--- config.mk ---
export PLATFORM = sky130hd
export DESIGN_NAME = scc_channel_regfile_flat
export DESIGN_NICKNAME = d
export VERILOG_FILES = /design/src/rtl/scc_channel_regfile_pkg.sv /design/src/rtl/scc_channel_regfile_if.sv /design/src/rtl/scc_channel_regfile_sequencer.sv /design/src/rtl/scc_channel_regfile.sv /design/src/flat_wrapper.sv
export SDC_FILE = /design/constraint.sdc
export NUM_CORES = 1
export LEC_CHECK = 0
export ABC_CLOCK_PERIOD_IN_PS = 9630
export CAP_MARGIN = 10
export CORE_MARGIN = 5
export CORE_UTILIZATION = 45
export DETAILED_ROUTE_END_ITERATION = 8
export PLACE_DENSITY_LB_ADDON = 0.08
export SYNTH_ARGS = -nofsm -noshare
export SYNTH_HDL_FRONTEND = slang
export SYNTH_SLANG_ARGS = --single-unit
--- constraint.sdc ---
create_clock -name clk -period 9.63 [get_ports clk]
set_input_delay 1.4445 -clock clk [delete_from_list [all_inputs] [get_ports clk]]
set_output_delay 1.4445 -clock clk [all_outputs]
set_load 0.1 [all_outputs]
--- src/rtl/scc_channel_regfile_pkg.sv ---
// Shared constants and address decoding for the SCC channel register file.
// The sequencer and the register file both import this package.
package scc_regfile_pkg;

   localparam logic [5:0] FREQ_BASE = 6'h00;
   localparam logic [5:0] VOL_BASE  = 6'h20;
   localparam logic [5:0] EN_BASE   = 6'h30;
   localparam logic [5:0] MODE_ADDR = 6'h3F;

   localparam int MODE_ATOMIC = 0;
   localparam int MODE_FRESET = 5;

   localparam logic [7:0] UNMAPPED_RDATA = 8'hFF;

   typedef enum logic [2:0] {
      REG_NONE,
      REG_FREQ_LO,
      REG_FREQ_HI,
      REG_VOL,
      REG_EN_LO,
      REG_EN_HI,
      REG_MODE
   } reg_kind_e;

   typedef struct packed {
      reg_kind_e  kind;
      logic [3:0] chan;
   } reg_sel_t;

   // Channel-indexed registers beyond the configured channel count decode as REG_NONE.
   function automatic reg_sel_t decode_addr(input logic [5:0] addr, input int channels);
      reg_sel_t sel;
      sel.kind = REG_NONE;
      sel.chan = 4'd0;
      if (addr[5] == 1'b0) begin
         sel.chan = addr[4:1];
         sel.kind = addr[0] ? REG_FREQ_HI : REG_FREQ_LO;
         if (int'(sel.chan) >= channels) sel.kind = REG_NONE;
      end else if (addr[5:4] == VOL_BASE[5:4]) begin
         sel.chan = addr[3:0];
         sel.kind = REG_VOL;
         if (int'(sel.chan) >= channels) sel.kind = REG_NONE;
      end else if (addr == EN_BASE) begin
         sel.kind = REG_EN_LO;
      end else if (addr == EN_BASE + 6'd1) begin
         sel.kind = REG_EN_HI;
      end else if (addr == MODE_ADDR) begin
         sel.kind = REG_MODE;
      end
      return sel;
   endfunction

endpackage

--- src/rtl/scc_channel_regfile_if.sv ---
// CPU-side byte access bus of the SCC channel register file.
interface scc_channel_regfile_if;

   logic       wrreq;
   logic       rdreq;
   logic [5:0] address;
   logic [7:0] wrdata;
   logic [7:0] rddata;
   logic       rddata_en;

   modport master (
      output wrreq,
      output rdreq,
      output address,
      output wrdata,
      input  rddata,
      input  rddata_en
   );

   modport slave (
      input  wrreq,
      input  rdreq,
      input  address,
      input  wrdata,
      output rddata,
      output rddata_en
   );

endinterface

--- src/rtl/scc_channel_regfile_sequencer.sv ---
// Wrapping channel counter that walks the wave engine through every channel.
// next_index lets the register file preload the slot outputs in step with ch_index.
module scc_channel_sequencer #(
   parameter  int CHANNELS = 5,
   localparam int IDX_W    = (CHANNELS > 1) ? $clog2(CHANNELS) : 1
) (
   input  logic             clk,
   input  logic             reset,
   input  logic             seq_en,
   output logic [IDX_W-1:0] ch_index,
   output logic [IDX_W-1:0] next_index,
   output logic             frame_start
);

   always_comb begin
      next_index = ch_index;
      if (seq_en) begin
         if (ch_index == IDX_W'(CHANNELS - 1)) begin
            next_index = '0;
         end else begin
            next_index = ch_index + 1'b1;
         end
      end
   end

   always_ff @(posedge clk or posedge reset) begin
      if (reset) begin
         ch_index    <= '0;
         frame_start <= 1'b1;
      end else begin
         ch_index    <= next_index;
         frame_start <= (next_index == '0);
      end
   end

endmodule

--- src/rtl/scc_channel_regfile.sv ---
// Parametrised SCC control-register set with atomic frequency commit and
// phase-reset requests, presenting one channel per cycle to the wave engine.
module scc_channel_regfile #(
   parameter  int CHANNELS = 5,
   parameter  int FREQ_W   = 12,
   parameter  int VOL_W    = 4,
   localparam int IDX_W    = (CHANNELS > 1) ? $clog2(CHANNELS) : 1
) (
   input  logic                  clk,
   input  logic                  reset,
   scc_channel_regfile_if.slave  bus,
   input  logic                  seq_en,
   output logic [IDX_W-1:0]      ch_index,
   output logic [FREQ_W-1:0]     ch_frequency,
   output logic [VOL_W-1:0]      ch_volume,
   output logic                  ch_enable,
   output logic                  ch_phase_reset,
   output logic                  frame_start
);

   import scc_regfile_pkg::*;

   logic [FREQ_W-1:0]   freq_q   [CHANNELS];
   logic [7:0]          shadow_q [CHANNELS];
   logic [VOL_W-1:0]    vol_q    [CHANNELS];
   logic [CHANNELS-1:0] pending_q;
   logic [CHANNELS-1:0] phase_q;
   logic [CHANNELS-1:0] enable_q;
   logic                atomic_q;
   logic                freset_q;

   logic [FREQ_W-1:0]   freq_d   [CHANNELS];
   logic [CHANNELS-1:0] freq_we;
   logic [CHANNELS-1:0] shadow_we;
   logic [CHANNELS-1:0] phase_set;

   logic [IDX_W-1:0]    next_index;
   reg_sel_t            sel;
   logic                rd_accept;
   logic [7:0]          rd_value;
   logic [7:0]          rd_lo;
   logic [7:0]          rd_hi;
   logic [7:0]          rd_vol;
   logic [15:0]         en_ext;

   logic [FREQ_W-1:0]   slot_freq;
   logic [VOL_W-1:0]    slot_vol;
   logic                slot_en;
   logic                slot_phase;

   scc_channel_sequencer #(
      .CHANNELS (CHANNELS)
   ) u_sequencer (
      .clk         (clk),
      .reset       (reset),
      .seq_en      (seq_en),
      .ch_index    (ch_index),
      .next_index  (next_index),
      .frame_start (frame_start)
   );

   assign sel       = decode_addr(bus.address, CHANNELS);
   assign rd_accept = bus.rdreq && !bus.wrreq;

   // In atomic mode a low byte only parks in the shadow; the high byte commits both halves.
   always_comb begin
      for (int k = 0; k < CHANNELS; k++) begin
         freq_d[k]    = freq_q[k];
         freq_we[k]   = 1'b0;
         shadow_we[k] = 1'b0;
         if (bus.wrreq && int'(sel.chan) == k) begin
            if (sel.kind == REG_FREQ_LO) begin
               if (atomic_q) begin
                  shadow_we[k] = 1'b1;
               end else begin
                  freq_d[k][7:0] = bus.wrdata;
                  freq_we[k]     = 1'b1;
               end
            end else if (sel.kind == REG_FREQ_HI) begin
               freq_d[k][FREQ_W-1:8] = bus.wrdata[FREQ_W-9:0];
               if (atomic_q && pending_q[k]) freq_d[k][7:0] = shadow_q[k];
               freq_we[k] = 1'b1;
            end
         end
         phase_set[k] = freq_we[k] && freset_q && (freq_d[k] != freq_q[k]);
      end
   end

   // A phase-reset request outlives the slot it coincides with, so set takes priority over clear.
   always_ff @(posedge clk or posedge reset) begin
      if (reset) begin
         for (int k = 0; k < CHANNELS; k++) begin
            freq_q[k]   <= '0;
            shadow_q[k] <= '0;
            vol_q[k]    <= '0;
         end
         pending_q <= '0;
         phase_q   <= '0;
         enable_q  <= '0;
         atomic_q  <= 1'b0;
         freset_q  <= 1'b0;
      end else begin
         for (int k = 0; k < CHANNELS; k++) begin
            freq_q[k] <= freq_d[k];
            if (shadow_we[k]) begin
               shadow_q[k]  <= bus.wrdata;
               pending_q[k] <= 1'b1;
            end else if (freq_we[k] && atomic_q) begin
               pending_q[k] <= 1'b0;
            end
            if (bus.wrreq && sel.kind == REG_VOL && int'(sel.chan) == k) begin
               vol_q[k] <= bus.wrdata[VOL_W-1:0];
            end
            if (bus.wrreq && ((sel.kind == REG_EN_LO && k < 8) || (sel.kind == REG_EN_HI && k >= 8))) begin
               enable_q[k] <= bus.wrdata[k % 8];
            end
            if (phase_set[k]) begin
               phase_q[k] <= 1'b1;
            end else if (int'(next_index) == k) begin
               phase_q[k] <= 1'b0;
            end
         end
         if (bus.wrreq && sel.kind == REG_MODE) begin
            atomic_q <= bus.wrdata[MODE_ATOMIC];
            freset_q <= bus.wrdata[MODE_FRESET];
         end
      end
   end

   always_comb begin
      rd_lo  = '0;
      rd_hi  = '0;
      rd_vol = '0;
      for (int k = 0; k < CHANNELS; k++) begin
         if (int'(sel.chan) == k) begin
            rd_lo  = freq_q[k][7:0];
            rd_hi  = 8'(freq_q[k][FREQ_W-1:8]);
            rd_vol = 8'(vol_q[k]);
         end
      end
      en_ext   = 16'(enable_q);
      rd_value = UNMAPPED_RDATA;
      case (sel.kind)
         REG_FREQ_LO: rd_value = rd_lo;
         REG_FREQ_HI: rd_value = rd_hi;
         REG_VOL:     rd_value = rd_vol;
         REG_EN_LO:   rd_value = en_ext[7:0];
         REG_EN_HI:   rd_value = en_ext[15:8];
         REG_MODE:    rd_value = {2'b00, freset_q, 4'b0000, atomic_q};
         default:     rd_value = UNMAPPED_RDATA;
      endcase
   end

   always_ff @(posedge clk or posedge reset) begin
      if (reset) begin
         bus.rddata    <= 8'h00;
         bus.rddata_en <= 1'b0;
      end else begin
         bus.rddata_en <= rd_accept;
         if (rd_accept) bus.rddata <= rd_value;
      end
   end

   // Slot fields are taken from the channel the sequencer moves to, keeping them aligned with ch_index.
   always_comb begin
      slot_freq  = '0;
      slot_vol   = '0;
      slot_en    = 1'b0;
      slot_phase = 1'b0;
      for (int k = 0; k < CHANNELS; k++) begin
         if (int'(next_index) == k) begin
            slot_freq  = freq_q[k];
            slot_vol   = vol_q[k];
            slot_en    = enable_q[k];
            slot_phase = phase_q[k];
         end
      end
   end

   always_ff @(posedge clk or posedge reset) begin
      if (reset) begin
         ch_frequency   <= '0;
         ch_volume      <= '0;
         ch_enable      <= 1'b0;
         ch_phase_reset <= 1'b0;
      end else begin
         ch_frequency   <= slot_freq;
         ch_volume      <= slot_vol;
         ch_enable      <= slot_en;
         ch_phase_reset <= slot_phase;
      end
   end

endmodule

--- src/flat_wrapper.sv ---
// flat-port wrapper written by rule: the top's interface ports become plain ports
module scc_channel_regfile_flat import scc_regfile_pkg::*;
#(
   parameter  int CHANNELS = 5,
   parameter  int FREQ_W   = 12,
   parameter  int VOL_W    = 4,
   localparam int IDX_W    = (CHANNELS > 1) ? $clog2(CHANNELS) : 1
)
  (clk, reset, seq_en, ch_index, ch_frequency, ch_volume, ch_enable, ch_phase_reset, frame_start, bus_wrreq, bus_rdreq, bus_address, bus_wrdata, bus_rddata, bus_rddata_en);
  scc_channel_regfile_if bus_i ();
  input  logic clk;
  input  logic reset;
  input  logic seq_en;
  output logic [IDX_W-1:0] ch_index;
  output logic [FREQ_W-1:0] ch_frequency;
  output logic [VOL_W-1:0] ch_volume;
  output logic ch_enable;
  output logic ch_phase_reset;
  output logic frame_start;
  input wire logic [$bits(bus_i.wrreq)-1:0] bus_wrreq;
  input wire logic [$bits(bus_i.rdreq)-1:0] bus_rdreq;
  input wire logic [$bits(bus_i.address)-1:0] bus_address;
  input wire logic [$bits(bus_i.wrdata)-1:0] bus_wrdata;
  output wire logic [$bits(bus_i.rddata)-1:0] bus_rddata;
  output wire logic [$bits(bus_i.rddata_en)-1:0] bus_rddata_en;
  assign bus_i.wrreq = bus_wrreq;
  assign bus_i.rdreq = bus_rdreq;
  assign bus_i.address = bus_address;
  assign bus_i.wrdata = bus_wrdata;
  assign bus_rddata = bus_i.rddata;
  assign bus_rddata_en = bus_i.rddata_en;
  scc_channel_regfile #(.CHANNELS(CHANNELS), .FREQ_W(FREQ_W), .VOL_W(VOL_W)) u_core (.clk(clk), .reset(reset), .bus(bus_i), .seq_en(seq_en), .ch_index(ch_index), .ch_frequency(ch_frequency), .ch_volume(ch_volume), .ch_enable(ch_enable), .ch_phase_reset(ch_phase_reset), .frame_start(frame_start));
endmodule
-- Yosys cells after proc, flatten, opt, wreduce, memory -nomap -nowiden
Index checks and enable logic that the tools add are counted.
- memories kept: 0
- output and inout port bits: 31
- register bits: 168
- word-level logic and storage cells: 223
- RAM bits: 0
- bits of input ports: 19
- memory bits (read-only): 0
- latch bits: 0
- add/sub/neg operators: 1
- muxes and demuxes: 112
- shift-type cells: 0
- equality and inequality tests: 24
- order comparisons: 2
- multiply operators: 0
- reductions and logical operators: 48
- div/mod/pow operators: 0
- bitwise operators: 0
- operators by type and width (cell ; count):
    two-way mux 12 bit ; 15
    two-way mux 8 bit ; 20
    two-way mux 4 bit ; 21
    inequality test 12 bit ; 5
    case mux 8 bit (6 select lines) ; 1
    two-way mux 1 bit ; 45
    logical AND 1 bit ; 34
    == test 3 bit (second input constant) ; 7
    two-way mux 3 bit ; 7
    nonzero test 2 bit ; 10
    == test 6 bit (second input constant) ; 3
    == test 3 x 2 -> 1 bit (second input constant) ; 3
    == test 4 x 3 -> 1 bit (second input constant) ; 2
    greater-or-equal comparator 4 x 3 -> 1 bit (second input constant) ; 2
    two-way mux 7 bit ; 1
    zero test 3 bit ; 2
    == test 4 x 2 -> 1 bit (second input constant) ; 1
    == test 4 bit (second input constant) ; 1
    zero test 4 bit ; 1
    two-way mux 2 bit ; 2
    adder 3 x 1 -> 3 bit (second input constant) ; 1
    == test 3 x 1 -> 1 bit (second input constant) ; 1
    == test 2 bit (second input constant) ; 1
    zero test 1 bit ; 1

-- Longest topological paths before layout
Gate-level depths: netlist of the first run.
- depth after elaboration: 13
- depth in mapped cells: 10
- gate-level depth less buffers: 10

-- Modules after synthesis
A second synthesis of the first run with hierarchy kept.
- cells, all modules: 1018
- area total of the unflattened synthesis: 9990.8 µm²
- modules (own cells, without submodules) (module ; area each (µm²) ; cells each ; instances ; seq. area each (µm²)):
    scc_channel_regfile ; 9801.9 ; 1001 ; 1 ; 4103.9
    scc_channel_sequencer ; 188.9 ; 17 ; 1 ; 101.3

-- Worst setup path before layout of the first run
Ideal clock, no wire load.
- kind: input port to flip-flop
- start point: input bus_address[2]
- end point: register u_core.phase_q[1]
- arrival time: 3.307 ns
- slack: 6.180 ns
- buffers on the path: 1
- data required time: 9.486 ns
- setup time: 0.144 ns
- stages: 8
- path through: or3_1 -> a21oi_2 -> and2_1 -> buf_2 -> o211a_1 -> mux2_2 -> a2111oi_1 -> a41oi_1
- longest elaborated chain between the ends: 13
- elaborated cells on any way between the ends: 29
- those cells by class: 2 x order compare; 7 x eq/ne; 16 x mux; 4 x reduce/logical
- ends and longest elaborated chain (what ; RTL line ; RTL):
    from (decl) ; flat_wrapper.sv:22 ; input wire logic [$bits(bus_i.address)-1:0] bus_address;
    == test 6 bit ; scc_channel_regfile_pkg.sv:47 ; end else if (addr == MODE_ADDR) begin
    two-way mux 3 bit ; scc_channel_regfile_pkg.sv:47 ;
    two-way mux 3 bit ; scc_channel_regfile_pkg.sv:45 ; end else if (addr == EN_BASE + 6'd1) begin
    two-way mux 3 bit ; scc_channel_regfile_pkg.sv:43 ; end else if (addr == EN_BASE) begin
    two-way mux 3 bit ; scc_channel_regfile_pkg.sv:39 ; end else if (addr[5:4] == VOL_BASE[5:4]) begin
    two-way mux 7 bit * ; scc_channel_regfile_pkg.sv:35 ; if (addr[5] == 1'b0) begin
    == test 3 x 2 -> 1 bit ; scc_channel_regfile.sv:79 ; end else if (sel.kind == REG_FREQ_HI) begin
    two-way mux 12 bit or two-way mux 1 bit (tied branches) ; scc_channel_regfile.sv:79 ;
    two-way mux 8 bit (tied with other cells) ; scc_channel_regfile.sv:72 ; if (sel.kind == REG_FREQ_LO) begin
    two-way mux 12 bit or two-way mux 1 bit (tied branches) ; scc_channel_regfile.sv:71 ; if (bus.wrreq && int'(sel.chan) == k) begin
    inequality test 12 bit or logical AND 1 bit (tied branches) ; scc_channel_regfile.sv:85 ; phase_set[k] = freq_we[k] && freset_q && (freq_d[k] != freq_q[k]);
    logical AND 1 bit * ; scc_channel_regfile.sv:85 ;
    two-way mux 1 bit or nonzero test 2 bit (tied branches) ; n/a ;
    to (signal assigned) ; scc_channel_regfile.sv:98 ; phase_q <= '0;
    to (signal, indexed assignment) ; scc_channel_regfile.sv:118 ; phase_q[k] <= 1'b1;
    to (signal, indexed assignment) ; scc_channel_regfile.sv:120 ; phase_q[k] <= 1'b0;
    to (decl) ; scc_channel_regfile.sv:27 ; logic [CHANNELS-1:0] phase_q;
Every way passes the cells marked *; elsewhere a longest branch is shown, timed or not.
A chain may end at the register's enable or synchronous reset.

-- Worst setup path in the final report of the first run
- start point: input bus_address[5]
- end point: register u_core.phase_q[1]
The elaborated chain is that of the path after synthesis.

==> metrics.csv, run 1 <==
stage,metric,value,unit
clocking,clockBufferDepth,2,
sta,fin_crit,4690,ps
layout,drive_above_1_share,0.170,
placed_design,gp_congestion,0.922,
layout,diodes,0,
sta,setup_viol,0,
power_and_ir_drop,power_density,219,nW/um^2
sta,fin_crit_sh,0.487,
global_route,overflow,0,
global_route,grt_pass1_wl,51.0,mm
layout,fin_util,0.524,
synthesis,synth.cell_area,9750,sq um
critical_path,cp-start-kind,primary input,
synthesis,syn_area_per_cell,9.73,sq um
sta,rsz0062_at_grt,false,
synthesis,yosysWarnings,0,
global_route,first_global_vias,8212,
synthesis,synthesis.nets,1023,
critical_path,cp_max_fo,24,
critical_path,regToRegStartpoint,u_core.atomic_q,
drt,firstDrtPassIters,5,
clocking,cts.repair.resized,0,
clocking,clockRootBuffer,clkbuf_16,
drt,viasPerCell,6.58,
critical_path,cp-startpoint,bus_address[5],
power_and_ir_drop,ir_drop,0.000117,V
synthesis,synthFlopType,dfrtp_1,
drt,route.detailed.drc,0,
power_and_ir_drop,power_leakage,4.70,nW
clocking,clock_sinks,168,
synthesis,synth_edf_count,0,
sta,final.setup.tns,0,ps
critical_path,cp.arrival,4980,ps
worst_hold_path,whs_path_depth,1,
worst_hold_path,min_from,u_core.shadow_q[36],
drt,wl_per_cell,25.4,microns
sta,finalHoldViolCount,0,
sta,fmax,0.213,GHz
placed_design,portBuffers,49,
drt,num_vias,8597,
critical_path,crit_required,9920,ps
placed_design,dp_hpwl,23.2,mm
synthesis,ys_seq_area_frac,0.431,
die,die_h,157,microns
global_route,grt_max_degree,94,
synthesis,ys_seq_elements,168,
sta,worstMarginPinSlew,1090,ps
critical_path,reg2reg_depth,7,
worst_hold_path,hold_class,reg -> reg,
clocking,cts_tree,yes,
die,rows,53,
clocking,post_cts_buffers,0,
clocking,cts_max_level,4,
die,core,21200,sq um
drt,detail_route.wirelength,33.2,mm
job,max-cap-violations,0,
layout,synthToLayoutAreaGrowth,13.6,%
sta,drv_slew,0,
outcome,run_status,"complete, no violations",
clocking,clock_latency,440,ps
critical_path,path_class,in -> reg,
synthesis,synthArstFlopShare,1.00,
clocking,hold_buffers,0,
die,pin_count,50,
global_route,grt.total_usage,0.274,
clocking,path_clk_slew,70,ps
drt,drt_iter0_drc,955,
critical_path,critPathCaptureType,flip-flop,
synthesis,synth_cell_types,80,
layout,layout.nets,1040,
die,die_w,157,microns
die,die-area,24700,sq um
die,start_util,0.461,
synthesis,netlist_instances,1002,
sta,relSlewSlack,0.274,
sta,whs,508,ps
drt,ant_nets,0,
clocking,numCtsBuffers,17,
global_route,antenna_found_initial,0,
sta,fin_skew,11.7,ps
-- final timing paths --
path,end,slack [ps]
worst max register to register,u_core.phase_q[1],6550
min in group asynchronous,u_core.shadow_q[1],1560
worst min-delay path,u_core.shadow_q[36],510
max in group asynchronous,u_core.freq_q[36],6500
worst max-delay path,u_core.phase_q[1],4940
worst min register to register,u_core.shadow_q[36],510
-- Yosys cell counts (9+ instances only) --
master | instances | share of area
clkbuf_1 | 37 | 0.014
o21a_1 | 14 | 0.011
mux2_2 | 80 | 0.092
o22ai_1 | 13 | 0.0083
buf_2 | 21 | 0.011
a31oi_1 | 16 | 0.010
xor2_1 | 16 | 0.014
a21oi_1 | 68 | 0.035
a22oi_1 | 9 | 0.0069
nor2_1 | 104 | 0.040
a2bb2oi_1 | 11 | 0.0099
dfrtp_1 | 167 | 0.43
inv_1 | 17 | 0.0065
mux2i_1 | 12 | 0.012
mux4_2 | 18 | 0.042
and2_1 | 10 | 0.0064
xnor2_1 | 14 | 0.013
nor3_1 | 14 | 0.0072
buf_1 | 9 | 0.0035
o22a_1 | 9 | 0.0081
a22o_1 | 20 | 0.018
o21ai_0 | 55 | 0.028
nand3_1 | 19 | 0.0097
nand2_1 | 101 | 0.039
-- metrics by stage --
step | setup slack, ps | power, mW | area [sq um] | cells
after floorplan | 3640 | 1.45 | 9750 | 1002
after global placement | 4670 | 1.67 | 10400 | 1275
after detailed placement | 4610 | 1.67 | 10400 | 1275
after CTS | 5030 | 2.43 | 11100 | 1307
after global routing | 4720 | 2.52 | 11100 | 1307
final | 4940 | 2.43 | 11100 | 1307
-- per-layer routing --
metal | vias up | part of all wire | GRT usage
met5 | - | 0 | 0
met2 | 470 | 0.45 | 0.415
met4 | 0 | 0.030 | 0.0955
met1 | 4320 | 0.43 | 0.403
met3 | 74 | 0.086 | 0.0396
li1 | 3733 | - | -
-- final cells by class --
class                      count  area, sq um
fill                        1923        10100
multi-input combinational    747         5190
sequential                   168         4210
timing repair buffer          67          621
clock buffer                  18          429
tap                          275          344
clock inverter                14          211
inverter                      18         72.6
-- report_power, final --
group	internal, mW	switching (mW)
Sequential	0.791	0.0998
Combinational	0.239	0.533
Clock	0.444	0.321
Total	1.47	0.954
-- cell families after synthesis --
| group | synth area share |
|---|---|
| AND/OR/NAND/NOR | 0.147 |
| AO/OA/AOI/OAI | 0.209 |
| flip-flops | 0.431 |
| multiplexers | 0.146 |
| buffers and inverters | 0.0373 |
| XOR/XNOR | 0.0269 |
| adder cells (fa/ha/maj) | 0.00257 |
-- critical path, stage by stage --
cell and delay, ps:
clkdlybuf4s50_1 960, nand3b_1 220, a21oi_2 790, and2_1 380, o211a_1 240, mux2_2 350, a2111oi_1 400, a41oi_1 190
-- registers in the layout, summed over array words and instances (netlist names), 3 cells and up --
name                         cells
u_core.enable_q                  5
u_core.shadow_q                 40
u_core.u_sequencer.ch_index      3
u_core.vol_q                    20
u_core.bus.rddata                8
u_core.phase_q                   5
u_core.freq_q                   60
u_core.pending_q                 5
u_core.ch_frequency             12
u_core.ch_volume                 4
-- cell usage in the layout, fill, tap and decap left out, types with 16 or more instances in the layout --
cell	instances
dfrtp_1	167
nor2_1	104
nand2_1	101
mux2_2	80
a21oi_1	67
o21ai_0	55
clkdlybuf4s50_1	48
a22o_1	20
nand3_1	19
mux4_2	18
buf_4	18
clkbuf_16	17
inv_1	16
xor2_1	16
a31oi_1	16
No activity file was read; power rests on OpenSTA's default activity.
==> run 2, diff against run 1 <==
ABC_CLOCK_PERIOD_IN_PS = 4100   (was 9630)
clock period = 4.1 ns   (was 9.63 ns; I/O delays follow)
==> metrics.csv, run 2 (synthesis gave the netlist of run 1 again) <==
stage,metric,value,unit,change
outcome,run_status,"complete, no violations",,unchanged
sta,setup_viol,0,,unchanged
global_route,first_global_vias,8408,,was 8212
die,start_util,0.461,,unchanged
critical_path,path_delay_family,compound AO/OA/AOI/OAI gates,,unchanged
critical_path,cp_max_fo,16,,was 24
sta,fmax,0.316,GHz,
critical_path,slowest_delay,850,ps,was 960 ps
critical_path,regToRegStartpoint,u_core.atomic_q,,unchanged
layout,largest-register,u_core.freq_q,,unchanged
job,max-cap-violations,0,,unchanged
sta,final.setup.tns,0,ps,unchanged
sta,fin_crit,3160,ps,
sta,worstMarginPinSlew,983,ps,was 1090 ps
sta,relSlewSlack,0.343,,was 0.274
power_and_ir_drop,ir_drop,0.000259,V,was 0.000117 V
global_route,grt_max_degree,65,,was 94
global_route,overflow,0,,unchanged
clocking,clockRootBuffer,clkbuf_16,,unchanged
clocking,numCtsBuffers,17,,unchanged
layout,fin_util,0.539,,was 0.524
sta,whs,506,ps,was 508 ps
clocking,clockBufferDepth,2,,unchanged
drt,drt_iter0_drc,1037,,was 955
die,die_w,157,microns,unchanged
placed_design,portBuffers,49,,unchanged
critical_path,reg2reg_depth,8,,was 7
critical_path,endpoint,u_core.phase_q[1],,unchanged
critical_path,crit_buf_inv,2,,was 1
drt,num_vias,8669,,was 8597
drt,detail_route.wirelength,35.5,mm,was 33.2 mm
clocking,cts_max_level,4,,unchanged
critical_path,cp.depth,9,,was 8
worst_hold_path,hold_class,reg -> reg,,unchanged
critical_path,crit_path_top_delay_cell,clkdlybuf4s50_1,,unchanged
sta,rsz0062_at_grt,false,,unchanged
die,rows,53,,unchanged
sta,drv_slew,0,,unchanged
clocking,clock_latency,440,ps,about the same
layout,fillers,1900,,was 1923
clocking,hold_buffers,0,,unchanged
drt,viasPerCell,6.43,,was 6.58
clocking,post_cts_buffers,0,,unchanged
placed_design,post-place-ws,559,ps,was 4610 ps
layout,drive_above_1_share,0.203,,was 0.170
drt,firstDrtPassIters,5,,unchanged
critical_path,worstPathCellList,clkdlybuf4s50_1 > o21a_1 > nor3_1 > buf_4 > nand2_1 > o211a_1 > mux2_2 > a2111oi_1 > a41oi_1,,was clkdlybuf4s50_1 > nand3b_1 > a21oi_2 > and2_1 > o211a_1 > mux2_2 > a2111oi_1 > a41oi_1
critical_path,critPathCaptureType,flip-flop,,unchanged
global_route,antenna_found_initial,0,,unchanged
power_and_ir_drop,power_leakage,4.90,nW,was 4.70 nW
layout,layout_commonest_cell,dfrtp_1,,unchanged
sta,fin_ws,938,ps,was 4940 ps
placed_design,placed_area,10800,sq um,was 10400 sq um
layout,final_cell_mix,"dfrtp_1, nor2_1, nand2_1, mux2_2, a21oi_1",,unchanged
sta,fin_crit_sh,0.771,,
die,die_h,157,microns,unchanged
sta,fin_skew,9.24,ps,was 11.7 ps
layout,largest_reg_flops,60,,unchanged
sta,finalHoldViolCount,0,,unchanged
die,core,21200,sq um,unchanged
layout,layout.nets,1082,,was 1040
power_and_ir_drop,power_density,503,nW/um^2,was 219 nW/um^2
layout,diodes,0,,unchanged
layout,reg_top3,"u_core.freq_q: 60 flops, u_core.shadow_q: 40 flops, u_core.vol_q: 20 flops",,unchanged
critical_path,rrSetupSlack,1190,ps,was 6550 ps
critical_path,r2r_end,u_core.phase_q[3],,was u_core.phase_q[1]
drt,wl_per_cell,26.3,microns,was 25.4 microns
critical_path,cp-start-kind,primary input,,unchanged
die,pin_count,50,,unchanged
critical_path,path_class,in -> reg,,unchanged
die,die-area,24700,sq um,unchanged
clocking,path_clk_slew,70,ps,about the same
clocking,clock_sinks,168,,unchanged
placed_design,dp_hpwl,26.1,mm,was 23.2 mm
layout,synthToLayoutAreaGrowth,16.9,%,was 13.6%
placed_design,gp_congestion,0.948,,was 0.922
critical_path,crit_required,4400,ps,was 9920 ps
critical_path,cp-startpoint,bus_address[3],,was bus_address[5]
clocking,cts_tree,yes,,unchanged
critical_path,cp.arrival,3470,ps,was 4980 ps
drt,ant_nets,0,,unchanged
global_route,grt.total_usage,0.294,,was 0.274
global_route,grt_pass1_wl,54.1,mm,was 51.0 mm
layout,fin_area,11400,sq um,was 11100 sq um
clocking,cts.repair.resized,0,,unchanged
drt,route.detailed.drc,0,,unchanged
-- run 2: cell types whose count changed in the layout (fill, tap and decap cells not counted) --
cell        previous run  this run
buf_4                 18        58
buf_12                 0         2
clkinv_4               1         0
clkbuf_1               1         0
inv_8                  3         4
bufinv_16              4         3
clkinvlp_4             0         3
clkinv_8               0         1
inv_6                  6         4
-- run 2: worst min path at each step --
stage                             start                  end  slack [ps]  cells after the start
floorplan           u_core.pending_q[3]  u_core.pending_q[3]         460                      1
global placement    u_core.pending_q[3]  u_core.pending_q[3]         490                      1
detailed placement  u_core.pending_q[3]  u_core.pending_q[3]         490                      1
CTS                 u_core.pending_q[3]  u_core.pending_q[3]         510                      1
global route         u_core.shadow_q[9]   u_core.shadow_q[9]         520                      1
finish              u_core.pending_q[3]  u_core.pending_q[3]         510                      1
-- run 2: worst reg2reg max path: stages, from the launching register on --
cell	delay [ps]
dfrtp_1	650
or4_1	720
nor3_2	490
buf_4	240
a31oi_1	40
nor2_1	190
xor2_1	170
and4_1	210
a31oi_1	70
-- run 2: cell type report --
class | count | area, sq um | share of cell area
Clock buffer | 17 | 425 | 0.0373
Clock inverter | 15 | 206 | 0.0181
Inverter | 18 | 71.3 | 0.00625
Multi-Input combinational cell | 747 | 5190 | 0.455
Sequential cell | 168 | 4210 | 0.369
Tap cell | 275 | 344 | 0.0302
Timing Repair Buffer | 109 | 961 | 0.0842
-- run 2: power by group --
group          leakage, nW  total (mW)  internal [mW]  switching, mW
Combinational         2.36        1.85          0.591           1.26
Clock                0.305        1.77          0.988          0.787
Sequential            2.24        2.11           1.86          0.257
Total                 4.90        5.74           3.44           2.30
-- run 2: stage by stage --
stage,instances,power [mW]
3_3_place_gp,1317,3.97
4_1_cts,1349,5.74
2_1_floorplan,1002,3.40
5_1_grt,1349,5.94
6_report,1349,5.74
3_5_place_dp,1317,3.98
-- run 2: per-layer routing --
| metal | routed length (microns) | vias to the layer above | part of all wire | global-route usage |
|---|---|---|---|---|
| met5 | 0 | - | 0 | 0 |
| met4 | 896 | 0 | 0.025 | 0.0782 |
| met3 | 3200 | 59 | 0.090 | 0.0539 |
| met2 | 15800 | 465 | 0.45 | 0.446 |
| met1 | 15500 | 4344 | 0.44 | 0.436 |
| li1 | - | 3801 | - | - |
==> run 3, diff against run 2 <==
ABC_CLOCK_PERIOD_IN_PS = 3260   (was 4100)
clock period = 3.26 ns   (was 4.1 ns; I/O delays follow)
==> metrics.csv, run 3 (synthesis gave the netlist of run 1 again) <==
stage,metric,value,unit,change
placed_design,gp_congestion,0.965,,was 0.948
drt,wl_per_cell,25.3,microns,was 26.3 microns
clocking,cts_tree,yes,,unchanged
sta,fin_ws,515,ps,was 938 ps
sta,rsz0062_at_grt,false,,unchanged
clocking,cts.repair.resized,0,,unchanged
critical_path,cp.arrival,3040,ps,was 3470 ps
clocking,path_clk_slew,70,ps,about the same
placed_design,portBuffers,49,,unchanged
global_route,grt_pass1_wl,53.7,mm,was 54.1 mm
sta,finalHoldViolCount,0,,unchanged
layout,drive_above_1_share,0.233,,was 0.203
die,start_util,0.461,,unchanged
layout,fillers,1909,,was 1900
sta,whs,468,ps,was 506 ps
sta,relSlewSlack,0.352,,was 0.343
global_route,use_met2,0.439,,was 0.446
sta,fin_crit_sh,0.842,,
die,die_w,157,microns,unchanged
layout,reg_top3,"u_core.freq_q: 60 flops, u_core.shadow_q: 40 flops, u_core.vol_q: 20 flops",,unchanged
power_and_ir_drop,power_leakage,5.09,nW,was 4.90 nW
sta,fin_crit,2740,ps,
drt,ant_nets,0,,unchanged
critical_path,cp-start-kind,primary input,,unchanged
critical_path,slowest_delay,730,ps,was 850 ps
clocking,hold_buffers,0,,unchanged
sta,fin_skew,11.8,ps,was 9.24 ps
critical_path,path_delay_family,simple AND/OR/NAND/NOR gates,,was compound AO/OA/AOI/OAI gates
critical_path,path_class,in -> reg,,unchanged
global_route,use_met3,0.0506,,was 0.0539
sta,fmax,0.364,GHz,
critical_path,crit_path_top_delay_cell,or4_1,,was clkdlybuf4s50_1
layout,diodes,0,,unchanged
drt,drt_iter0_drc,1021,,was 1037
sta,drv_slew,0,,unchanged
power_and_ir_drop,ir_drop,0.000308,V,was 0.000259 V
clocking,cts_max_level,4,,unchanged
global_route,gr-usage-met1,0.421,,was 0.436
global_route,busiest_layer,met2,,unchanged
critical_path,critPathCaptureType,flip-flop,,unchanged
global_route,grt_max_degree,72,,was 65
global_route,overflow,0,,unchanged
worst_hold_path,hold_class,in -> async,,was reg -> reg
drt,route.detailed.drc,0,,unchanged
clocking,clock_sinks,168,,unchanged
layout,largest_reg_flops,60,,unchanged
layout,layout.nets,1118,,was 1082
layout,synthToLayoutAreaGrowth,19.6,%,was 16.9%
sta,final.setup.tns,0,ps,unchanged
outcome,run_status,"complete, no violations",,unchanged
die,die_h,157,microns,unchanged
die,rows,53,,unchanged
critical_path,worstPathCellList,clkdlybuf4s50_1 > or4_1 > buf_4 > nor3_1 > o311ai_0 > a2111oi_1 > a41oi_1,,was clkdlybuf4s50_1 > o21a_1 > nor3_1 > buf_4 > nand2_1 > o211a_1 > mux2_2 > a2111oi_1 > a41oi_1
global_route,first_global_vias,8487,,was 8408
sta,setup_viol,0,,unchanged
critical_path,crit_required,3560,ps,was 4400 ps
layout,largest-register,u_core.freq_q,,unchanged
drt,firstDrtPassIters,6,,was 5
placed_design,post-place-ws,117,ps,was 559 ps
clocking,clockRootBuffer,clkbuf_16,,unchanged
placed_design,dp_hpwl,26.5,mm,was 26.1 mm
global_route,antenna_found_initial,0,,unchanged
clocking,numCtsBuffers,17,,unchanged
critical_path,regToRegStartpoint,u_core.atomic_q,,unchanged
layout,layout_commonest_cell,dfrtp_1,,unchanged
clocking,clock_latency,440,ps,about the same
critical_path,rrSetupSlack,650,ps,was 1190 ps
clocking,clockBufferDepth,2,,unchanged
critical_path,r2r_end,u_core.phase_q[1],,was u_core.phase_q[3]
critical_path,crit_buf_inv,2,,unchanged
layout,final_cell_mix,"dfrtp_1, nor2_1, nand2_1, buf_4, mux2_2",,"was dfrtp_1, nor2_1, nand2_1, mux2_2, a21oi_1"
critical_path,cp_max_fo,6,,was 16
power_and_ir_drop,power_density,608,nW/um^2,was 503 nW/um^2
die,pin_count,50,,unchanged
drt,viasPerCell,6.36,,was 6.43
die,die-area,24700,sq um,unchanged
clocking,post_cts_buffers,0,,unchanged
global_route,grt.total_usage,0.291,,was 0.294
sta,worstMarginPinSlew,970,ps,was 983 ps
drt,detail_route.wirelength,35.1,mm,was 35.5 mm
job,max-cap-violations,0,,unchanged
critical_path,reg2reg_depth,6,,was 8
die,core,21200,sq um,unchanged
drt,num_vias,8809,,was 8669
[run 3: cell count changes in the layout (fill, tap and decap cells not counted), sizes merged]
| cell | delta |
|---|---|
| buf | +41 |
| clkdlybuf4s50 | -5 |
| clkinv | +2 |
| bufinv | -2 |
[run 3: cell type report]
cell class	instances	area, sq um	share of cell area
Multi-Input combinational cell	747	5190	0.445
Tap cell	275	344	0.0295
Inverter	18	71.3	0.00612
Sequential cell	168	4210	0.361
Timing Repair Buffer	145	1240	0.107
Clock inverter	15	178	0.0152
Clock buffer	17	425	0.0365
[run 3: routing by layer]
layer / share of wire / vias up
met2: 0.45 / 468
met5: 0 / -
met3: 0.084 / 69
met4: 0.032 / 0
met1: 0.43 / 4387
li1: - / 3885
[run 3: where the power goes]
part	switching, mW	total, mW	internal, mW
Clock	0.990	2.09	1.10
Combinational	1.59	2.36	0.767
Sequential	0.307	2.64	2.34
[run 3: metrics by stage]
step	util	instances	power, mW	instance area [sq um]
2_1_floorplan	-	1002	4.27	9760
3_3_place_gp	0.523	1353	5.00	11100
3_5_place_dp	0.523	1353	5.02	11100
4_1_cts	0.551	1385	7.11	11700
5_1_grt	0.551	1385	7.38	11700
6_report	0.551	1385	7.09	11700
[run 3: worst max-delay path by stage]
stage                                   end  cells past startpoint                            from  slack [ps]
after floorplan           u_core.phase_q[3]                     10  u_core.u_sequencer.ch_index[0]         200
after global placement    u_core.phase_q[1]                     10                  bus_address[5]         170
after detailed placement  u_core.phase_q[1]                      7                  bus_address[5]         120
after CTS                 u_core.phase_q[1]                      7                  bus_address[5]         570
after global routing      u_core.phase_q[1]                      7                  bus_address[5]         280
final                     u_core.phase_q[1]                      7                  bus_address[5]         520
